--- src/rtl/mem_access.sv ---
// mem_access: memory-access stage of the 16-bit pipeline.
// Runs a req/ack transaction with variable-latency main memory for loads and
// stores and stalls the pipeline while it is in flight. It also selects the
// write-back value and register, and latches the halt condition.
module mem_access #(
  parameter int TIMEOUT = 16  // max BUSY cycles before the access is aborted (2..255)
) (
  input  logic        clk,
  input  logic        reset,                 // asynchronous, active-low
  input  logic [15:0] ALUres_mem,
  input  logic [15:0] rd1_mem,
  input  logic [15:0] pcinc_mem,
  input  logic [15:0] extended_d_mem,
  input  logic [2:0]  regwrite_adr_mem,
  input  logic        main_mem_write,
  input  logic        from_main_mem_mem,
  input  logic [1:0]  regwrite_dat_controll,
  input  logic        regwrite_mem,
  input  logic        is_halt,
  output logic        mem_req,
  output logic        mem_we,
  output logic [15:0] mem_addr,
  output logic [15:0] mem_wdata,
  input  logic [15:0] mem_rdata,
  input  logic        mem_ack,
  output logic        stall_mem,
  output logic [15:0] wb_data,
  output logic [2:0]  wb_adr,
  output logic        wb_regwrite,
  output logic        halted,
  output logic        mem_err
);

  typedef enum logic [1:0] {
    IDLE = 2'd0,
    BUSY = 2'd1,
    DONE = 2'd2
  } state_t;

  // Last BUSY count value before the access is abandoned.
  localparam logic [7:0] CNT_LAST = 8'(TIMEOUT - 1);

  state_t      r_state;
  state_t      w_state_next;
  logic        r_mem_req;
  logic        r_mem_we;
  logic [15:0] r_mem_addr;
  logic [15:0] r_mem_wdata;
  logic [15:0] r_load_q;
  logic [7:0]  r_cnt;
  logic        r_halted;
  logic        r_mem_err;

  logic        w_acc;
  logic        w_cnt_last;
  logic        w_stall;

  // Once halted, no further memory transactions may start.
  assign w_acc      = (main_mem_write | from_main_mem_mem) & ~r_halted;
  assign w_cnt_last = (r_cnt == CNT_LAST);

  // Stall is gated with reset so the pipeline is never frozen while in reset.
  assign w_stall = reset & (((r_state == IDLE) & w_acc) | (r_state == BUSY));

  // State register.
  always_ff @(posedge clk or negedge reset) begin
    if (!reset) begin
      r_state <= IDLE;
    end else begin
      r_state <= w_state_next;
    end
  end

  // Next-state logic; ack takes priority over the timeout.
  always_comb begin
    w_state_next = r_state;
    case (r_state)
      IDLE:    if (w_acc) w_state_next = BUSY;
      BUSY:    if (mem_ack || w_cnt_last) w_state_next = DONE;
      DONE:    w_state_next = IDLE;
      default: w_state_next = IDLE;
    endcase
  end

  // Request registers, load capture, timeout counter and error flag.
  always_ff @(posedge clk or negedge reset) begin
    if (!reset) begin
      r_mem_req   <= 1'b0;
      r_mem_we    <= 1'b0;
      r_mem_addr  <= 16'h0000;
      r_mem_wdata <= 16'h0000;
      r_load_q    <= 16'h0000;
      r_cnt       <= 8'd0;
      r_mem_err   <= 1'b0;
    end else begin
      case (r_state)
        IDLE: begin
          if (w_acc) begin
            r_mem_addr  <= ALUres_mem;
            r_mem_wdata <= rd1_mem;
            r_mem_we    <= main_mem_write;
            r_mem_req   <= 1'b1;
            r_cnt       <= 8'd0;
          end
        end
        BUSY: begin
          if (mem_ack) begin
            if (from_main_mem_mem) r_load_q <= mem_rdata;
            r_mem_req <= 1'b0;
            r_mem_we  <= 1'b0;
          end else if (w_cnt_last) begin
            r_load_q  <= 16'h0000;
            r_mem_err <= 1'b1;
            r_mem_req <= 1'b0;
            r_mem_we  <= 1'b0;
          end else begin
            r_cnt <= r_cnt + 8'd1;
          end
        end
        default: ;
      endcase
    end
  end

  // Sticky halt: only taken when the pipeline is not stalled.
  always_ff @(posedge clk or negedge reset) begin
    if (!reset) begin
      r_halted <= 1'b0;
    end else if (is_halt && !w_stall) begin
      r_halted <= 1'b1;
    end
  end

  // Write-back value select.
  always_comb begin
    wb_data = ALUres_mem;
    if (from_main_mem_mem) begin
      wb_data = r_load_q;
    end else begin
      case (regwrite_dat_controll)
        2'b01:   wb_data = extended_d_mem;
        2'b10:   wb_data = pcinc_mem;
        default: wb_data = ALUres_mem;
      endcase
    end
  end

  assign wb_adr      = regwrite_adr_mem;
  assign wb_regwrite = regwrite_mem & ~w_stall & ~r_halted;
  assign stall_mem   = w_stall;
  assign mem_req     = r_mem_req;
  assign mem_we      = r_mem_we;
  assign mem_addr    = r_mem_addr;
  assign mem_wdata   = r_mem_wdata;
  assign halted      = r_halted;
  assign mem_err     = r_mem_err;

endmodule

--- config.mk ---
export PLATFORM = sky130hd
export DESIGN_NAME = mem_access
export DESIGN_NICKNAME = d
export VERILOG_FILES = /design/src/rtl/mem_access.sv
export SDC_FILE = /design/constraint.sdc
export NUM_CORES = 1
export LEC_CHECK = 0
export CORE_MARGIN = 5
export CORE_UTILIZATION = 35
export CTS_BUF_LIST = sky130_fd_sc_hd__clkbuf_4 sky130_fd_sc_hd__clkbuf_8
export CTS_CLUSTER_DIAMETER = 200
export DETAILED_ROUTE_END_ITERATION = 10
export PLACE_DENSITY = 0.78
export SLEW_MARGIN = 20
export SYNTH_ARGS = -nofsm -noshare
export SYNTH_HDL_FRONTEND = slang
export SYNTH_SLANG_ARGS = --single-unit
--- constraint.sdc ---
create_clock -name clk -period 1.6 [get_ports clk]
set_input_delay 0.16 -clock clk [delete_from_list [all_inputs] [get_ports clk]]
set_output_delay 0.16 -clock clk [all_outputs]
set_load 0.05 [all_outputs]
==> results.py <==
metrics = {
    "status": {
        "outcome": "finished, violations left",
        "violations": "negative setup slack",
    },
    "drt": {
        "route.detailed.drc": 0,
        "dr.pass1.iters": 4,
        "drt_first_iter_violations": 185,
        "wl_per_cell_um": 16.8,
        "routed_wl_um": 10300,
        "via_per_inst": 5.12,
        "num_vias": 3133,
        "antenna_left": 0,
    },
    "setup_path": {
        "critical_path_arrival_ns": 1.98,
        "worstPathMaxFanout": 5,
        "worstSetupStartpointType": "flip-flop",
        "path_cells": "or4_4, nor2_1, and4b_1, nor3_2",
        "cpPeakStageDelay_ns": 0.58,
        "path_class": "flip-flop to flip-flop",
        "cp.required_ns": 1.84,
        "r2r_slack_ns": -0.14,
        "slowest_stage": "or4_4",
        "cp-end-kind": "flip-flop",
    },
    "die": {
        "pin_count": 149,
        "dieArea_um2": 10600,
        "coreArea_um2": 8550,
        "die_w_um": 103,
        "die_h_um": 103,
        "start_util_pct": 35.4,
        "placementRows": 34,
    },
    "power": {
        "total_power_mw": 5.76,
        "p_leak_nw": 2.42,
        "vdd_ir_drop_max_uv": 804,
        "power.density_nw_per_um2": 1090,
    },
    "clock_network": {
        "clkTransAtPathRegs_ns": 0.07,
        "cts-root-buf": "clkbuf_8",
        "cts_buffers": 9,
        "insertion_delay_ns": 0.33,
        "numClockSinks": 62,
        "cts_tree": "built",
        "htreeDepth": 3,
        "postCtsHoldBufs": 0,
        "clk_path_buf_depth": 2,
    },
    "place": {
        "dp_hpwl_um": 7610,
        "post-place-ws_ns": -0.376,
        "place.gp.congestion": 0.782,
        "placed_area_um2": 4960,
        "place_inst": 593,
        "portBuffers": 142,
    },
    "layout": {
        "final_core_util_pct": 62.0,
        "layout_commonest_cell": "nand2_1",
        "instances_no_fill": 612,
        "layout_common_cells": "nand2_1 (116), clkdlybuf4s50_1 (84), dfrtp_1 (59), buf_4 (56), buf_12 (25)",
        "drive_gt1_share_pct": 33.9,
        "seqCellArea_um2": 1560,
        "final_nets": 594,
        "fillers": 695,
        "diodes": 0,
        "area_growth_syn_to_layout_pct": 75.3,
        "stdcell_area_um2": 5300,
        "multi_input_area_um2": 1610,
    },
    "global_route": {
        "antenna_found_initial": 0,
        "grtUsageTotal_pct": 19.1,
        "first_global_vias": 3171,
        "grt_first_pass_wirelength_um": 15600,
        "grt_max_degree": 63,
        "grt_overflow": 0,
    },
    "yosys": {
        "postSynthCellCount": 344,
        "yosysUniqueCellTypes": 37,
        "synth.cell_area_um2": 3020,
        "synth_area_per_cell_um2": 8.79,
        "yosysWarnings": 0,
        "ys_ff_latch": 62,
        "ys_seq_area_share_pct": 51.3,
        "syn_nets": 439,
    },
    "timing": {
        "final.period_utilization_pct": 109,
        "fin_tns_setup_ns": -2.28,
        "hold_violations": 0,
        "holdWs_ns": 0.0638,
        "fmax_mhz": 576,
        "rsz0062_at_grt": "true",
        "fin_skew_ns": 0.00855,
        "relSlewSlack_pct": 47.7,
        "fin_ws_ns": -0.136,
        "slew_viol_final": 0,
        "tightest_slew_ns": 0.785,
        "setup_viol": 28,
        "period_minus_slack_ns": 1.74,
    },
    "min_path": {
        "hold_class": "primary input to asynchronous set/reset pin",
    },
    "flow_run": {
        "drv_cap": 0,
    },
}
layout make-up:
type                            count  area share, %
Multi-Input combinational cell    249           30.4
Clock buffer                       11           2.74
Inverter                            6          0.425
Sequential cell                    62           29.3
Clock inverter                      5          0.472
Tap cell                          108           2.55
Timing Repair Buffer              171           34.0
flip-flops by register name, indices dropped and copies added (netlist names):
signal / flops
halted: 1
mem_addr: 16
mem_err: 1
mem_req: 1
mem_wdata: 16
mem_we: 1
r_cnt: 8
r_load_q: 16
r_state: 2
critical path: cells and delay by family, from the launching register on:
family,cells,cell delay [ns]
and+or+nand+nor,4,1.26
DFF,1,0.39
Yosys cell counts, drive strengths merged:
cell type / instances / area, um2
nor4b: 1 / 8.76
dfrtp: 62 / 1550
ha: 3 / 37.5
nand2: 117 / 442
clkbuf: 16 / 60.1
o31ai: 1 / 21.3
inv: 6 / 22.5
o21ai: 27 / 135
nor3: 1 / 10.0
nor4: 1 / 12.5
nand4: 2 / 12.5
nor3b: 2 / 15.0
a21oi: 18 / 90.1
xor2: 1 / 8.76
o21a: 3 / 22.5
nor2: 19 / 71.3
xnor2: 1 / 8.76
o31a: 1 / 8.76
clkdlybuf4s15: 1 / 11.3
a22oi: 16 / 120
or4: 2 / 18.8
and4b: 1 / 10.0
and3: 2 / 12.5
nand3: 8 / 40.0
or3: 1 / 7.51
a22o: 16 / 148
a21o: 1 / 7.51
buf: 10 / 78.8
o21bai: 1 / 7.51
a31o: 1 / 8.76
o22a: 1 / 8.76
nor2b: 1 / 6.26
kinds of logic after synthesis:
kind of cell	synth area share, %
simple gates	22.1
compound gates	19.1
flops	51.3
buf+inv	5.71
fa+ha+maj	1.24
xor+xnor	0.579
report_power, final:
part           switching [mW]  internal (mW)
registers               0.173           1.86
clock network           0.599          0.608
logic                    1.54          0.978
final timing paths:
| check | startpoint | end | cells past startpoint |
|---|---|---|---|
| worst max-delay path | r_cnt[6] | r_cnt[2] | 4 |
| worst min-delay path | reset | r_cnt[5] | 2 |
| worst max register to register | r_cnt[6] | r_cnt[2] | 4 |
| worst min register to register | mem_err | mem_err | 1 |
| max in group asynchronous | reset | halted | 2 |
| min in group clk | regwrite_adr_mem[1] | wb_adr[1] | 0 |
layer usage:
layer | up-vias | GRT usage, % | wire, um
met5 | - | 0 | 0
met4 | 0 | 5.78 | 121
met3 | 10 | 5.82 | 918
met2 | 124 | 33.6 | 5200
met1 | 1522 | 22.3 | 4050
li1 | 1477 | - | -
timing repair:
action                     4_1_cts  5_1_grt
setup buffers                    1        2
pin swaps                        4        6
resized for setup               33       13
setup endpoints to repair       44       44
(Power assumes the default switching activity.)
==> RTL change 1, RTL diff (same flow settings) <==
Change the parameter `TIMEOUT` from 16 to 8.
--- a/src/rtl/mem_access.sv
+++ b/src/rtl/mem_access.sv
@@ -4,5 +4,5 @@
 // write-back value and register, and latches the halt condition.
 module mem_access #(
-  parameter int TIMEOUT = 16  // max BUSY cycles before the access is aborted (2..255)
+  parameter int TIMEOUT = 8  // max BUSY cycles before the access is aborted (2..255)
 ) (
   input  logic        clk,
Behaviour: no difference found for any inputs over 4 cycles, from zero or initial values and one cycle with reset low; that may be too few to reach the edited logic, so the function may still have changed.
==> RTL change 1 against the unedited design <==
The run still ends with setup timing left. Setup slack got worse by 0.13 ns. Synthesized area decreased by 0.46%. Clock skew increased by 0.0029 ns. Sequential power about the same. Final area increased by 3.9%. Power increased by 12%. Die area decreased by 0.42%. Wire length increased by 3.7%. Sequential cell count unchanged.
==> RTL change 1: results (changes against the unedited design) <==
Int Power = 4.08 mW (+18%)
Worst setup startpoint = r_cnt[0]$_DFFE_PN0P_
Final setup viols = 31 (+11%)
WP data arrival = 2.08 ns (+0.10 ns)
Layout Nets = 601 (+1.2%)
number of global-route vias before repair = 3176 (+0.16%)
Via density = 5.17 (+0.97%)
synth top area cells = dfrtp_1, nand2_1, a22oi_1
post-DP HPWL = 7.71 mm (+1.3%)
final hold slack = 0.0228 ns (-0.0410 ns)
routability cong. = 0.867 (+11%)
Setup WS post-layout = -0.265 ns (-0.128 ns)
met3 Resource Use GR = 0.0602 (+0.00203)
VDD IR-drop max = 0.784 mV (-2.5%)
Mapped Cells = 341 (-0.87%)
Syn Nets = 436 (-0.68%)
register area share after synthesis = 0.515 (+0.00235)
Worst slew margin = 0.479 (+0.00252)
drt total wl = 10.7 mm (+3.7%)
final setup TNS = -5.91 ns (-3.62 ns)
slowest cell on the critical path = or4b_4
first-pass GRT wire length = 15.7 mm (+0.93%)
met2 usage = 0.337 (about the same)
Starting DRT DRC Count = 58 (-69%)
placed insts = 591 (-0.34%)
synth unique cells = 39 (+5.4%)
post_cts resized = 53 (+61%)
Worst Skew = 0.0115 ns (+0.00293 ns)
met2 WL post-DR = 5.31 mm (+2.0%)
violated checks = setup timing
Post-synth EDFFs = 0 (unchanged)
status = finished with violations
Critical Path End = r_load_q[4]$_DFFE_PN0P_
Post-DP Area = 4910 µm² (-0.86%)
post-CTS setup buffers = 5 (+4)
R2R cell count = 5 (+1)
layout cells sized above 1 = 0.374 (+0.0345)
leak pwr = 2.58 nW (+6.7%)
pre-CTS WS = -0.371 ns (+0.00532 ns)
Total Routing Usage GR = 0.194 (+0.00303)
M1 WL = 4.25 mm (+5.1%)
met1 Resource Use GR = 0.227 (+0.00436)
CP max FO = 16 (+11)
Multi-input gate area = 1680 µm² (+4.0%)
Commonest cells post-synth = nand2_1, dfrtp_1, o21ai_0
Fill cells = 634 (-8.8%)
RTL change 1: power groups by stage:
stage / Clock [mW] / Combinational (mW) / Sequential [mW]
6_report: 1.78 / 2.62 / 2.03
5_1_grt: 1.90 / 2.75 / 2.07
4_1_cts: 1.81 / 2.58 / 2.03
3_5_place_dp: 0 / 2.51 / 2.05
3_3_place_gp: 0 / 2.47 / 2.04
2_1_floorplan: 0 / 0.707 / 2.78
RTL change 1: kinds of logic (layout without fill, tap and decap cells):
| kind of cell | count (synthesis) | in the layout | synth area share |
|---|---|---|---|
| buf+inv | 32 | 202 | 0.0528 |
| compound gates | 83 | 83 | 0.188 |
| fa+ha+maj | 3 | 3 | 0.0125 |
| flops | 62 | 62 | 0.515 |
| simple gates | 161 | 161 | 0.232 |
RTL change 1: layout make-up:
type | count | share of cell area
repair buffers | 179 | 0.337
multi-input cells | 247 | 0.304
flip-flops and latches | 62 | 0.282
clock buffers | 13 | 0.0313
well taps | 105 | 0.0238
clock inverters | 3 | 0.0164
inverters | 7 | 0.00477
==> RTL change 2, RTL diff (same flow settings) <==
Made on the original files. The 3 states of `state_t` get a one-hot encoding in 3 bits.
--- a/src/rtl/mem_access.sv
+++ b/src/rtl/mem_access.sv
@@ -32,8 +32,8 @@
 );
 
-  typedef enum logic [1:0] {
-    IDLE = 2'd0,
-    BUSY = 2'd1,
-    DONE = 2'd2
+  typedef enum logic [2:0] {
+    IDLE = 3'b001,
+    BUSY = 3'b010,
+    DONE = 3'b100
   } state_t;
 
Check against the original RTL: no difference found for any inputs over 4 cycles, from zero or initial values and one cycle with reset low; so few cycles prove little.
==> RTL change 2 against the unedited design <==
The run still ends with setup timing left. Sequential share of layout area down 2.0 points. Critical endpoint is now wb_regwrite. Sequential cell count up 1. Fmax down 12%. Final area up 8.9%. Hold slack worse by 0.013 ns. Wire length up 15%. Combinational power down 37%. Clock skew about the same. First-iteration DRC count up 35%. Synthesized area up 0.99%. Power down 17%. Utilization up 5.2 points. Die area up 0.90%. Setup slack worse by 0.25 ns.
==> RTL change 2: results (changes against the unedited design) <==
via count = 3305 (+5.5%)
# port buffers = 142 (unchanged)
antenna fix cells = 0 (unchanged)
Setup WS post-layout = -0.381 ns (-0.245 ns)
slowest cell on the critical path = dfrtp_1
CP max FO = 2 (-3)
Starting DRT DRC Count = 250 (+35%)
initial antenna violation count = 0 (unchanged)
commonest non-fill, non-tap cell in the layout = nand2_1
worst stage delay on the critical path = 0.45 ns (-0.13 ns)
CTS Buffer Depth = 2 (unchanged)
number of global-route vias before repair = 3405 (+7.4%)
leak pwr = 2.68 nW (+11%)
synth top area cells = dfrtp_1, nand2_1, a22oi_1
asr flop ratio synth = 1.00 (unchanged)
post-DP HPWL = 7.43 mm (-2.4%)
Worst Skew = 0.00828 ns (-0.000271 ns)
Syn. warnings = 0 (unchanged)
routability cong. = 0.779 (-0.40%)
Total Routing Usage GR = 0.197 (+0.00618)
Commonest cells post-synth = nand2_1, dfrtp_1, nor2_1, o21ai_0
Final setup viols = 60 (+110%)
prevailing post-synth register cell = dfrtp_1
Max H-tree Level = 3 (unchanged)
VDD IR-drop max = 0.429 mV (-47%)
Fill cells = 630 (-9.4%)
pre-CTS WS = -0.412 ns (-0.0357 ns)
min-delay worst type = input pin to asynchronous set/reset pin
cts bufs inserted = 9 (unchanged)
Layout Nets = 610 (+2.7%)
Syn Nets = 433 (-1.4%)
status = finished with violations
Worst slew margin = 0.465 (-0.0114)
largest net degree at the start of global routing = 64 (+1.6%)
Clock Latency Late Sink = 0.34 ns
First-pass DRT Iterations = 4 (unchanged)
layout cells sized above 1 = 0.369 (+0.0299)
register area share after synthesis = 0.517 (+0.00356)
root buffer cell = clkbuf_8
WL/cell = 18.9 µm (+12%)
violated checks = setup timing
synth unique cells = 40 (+8.1%)
first-pass GRT wire length = 16.4 mm (+5.4%)
Worst-path clk slew = 0.08 ns
## RTL change 2: through the flow
stage           util  std cells  power [mW]  setup TNS [ns]  cell area, µm²
2_1_floorplan      -        338        2.63           -1.34            3190
3_3_place_gp   0.578        589        3.30           -6.17            4960
3_5_place_dp   0.578        589        3.33           -7.72            4960
4_1_cts        0.635        618        4.78           -5.83            5460
5_1_grt        0.672        628        4.97           -9.86            5770
6_report       0.672        628        4.77           -6.94            5770
## RTL change 2: kinds of logic after synthesis
logic type	synth area share
buffers and inverters	0.0520
AND/OR/NAND/NOR	0.216
adder cells (fa/ha/maj)	0.0123
flip-flops	0.517
XOR/XNOR	0.00287
AO/OA/AOI/OAI	0.200
## RTL change 2: worst max-delay path, delay by kind of cell, from the launching register on
kind                   cells  cell delay (ns)
AOI/OAI and AO/OA          2             0.31
buffers and inverters      1             0.15
DFF                        1             0.45
and+or+nand+nor            2             0.59
## RTL change 2: final timing paths
kind                                                from                       end  slack (ns)  cells past startpoint
worst max-delay path              r_state[1]$_DFFE_PN0P_               wb_regwrite       -0.38                      5
worst min-delay path                               reset   r_load_q[1]$_DFFE_PN0P_        0.05                      2
worst min register to register  mem_wdata[8]$_DFFE_PN0P_  mem_wdata[8]$_DFFE_PN0P_        0.48                      2
worst max register to register      r_cnt[7]$_DFFE_PN0P_   r_load_q[5]$_DFFE_PN0P_       -0.21                      5
max in group asynchronous                          reset    r_state[2]$_DFFE_PN0P_        0.97                      2
min in group clk                       from_main_mem_mem    r_state[1]$_DFFE_PN0P_        0.24                      3
## RTL change 2: metal layers
layer | GRT usage | up-vias | wire length (µm)
met1 | 0.241 | 1655 | 4700
met5 | 0 | - | 0
met3 | 0.0429 | 12 | 713
met4 | 0.0657 | 0 | 82
li1 | - | 1520 | -
met2 | 0.344 | 118 | 6350
## RTL change 2: layout make-up
type / count / area, µm² / share of cell area
tap: 108 / 135 / 0.0234
inverter: 5 / 21.3 / 0.00369
clock inverter: 7 / 73.8 / 0.0128
clock buffer: 9 / 124 / 0.0215
multi-input combinational: 246 / 1740 / 0.301
timing repair buffer: 190 / 2100 / 0.364
sequential: 63 / 1580 / 0.274
## RTL change 2: report_power, final
group          internal, mW  switching [mW]
Combinational         0.648           0.944
Clock                 0.721           0.665
Sequential             1.72          0.0764
## RTL change 2: what timing repair did
action                                  CTS  global route
buffers inserted                         13             9
gates cloned                              3             6
pin swaps                                17            22
endpoints found under the hold margin     0             0
endpoints found under the setup margin   41            74
resized for setup                        49            37
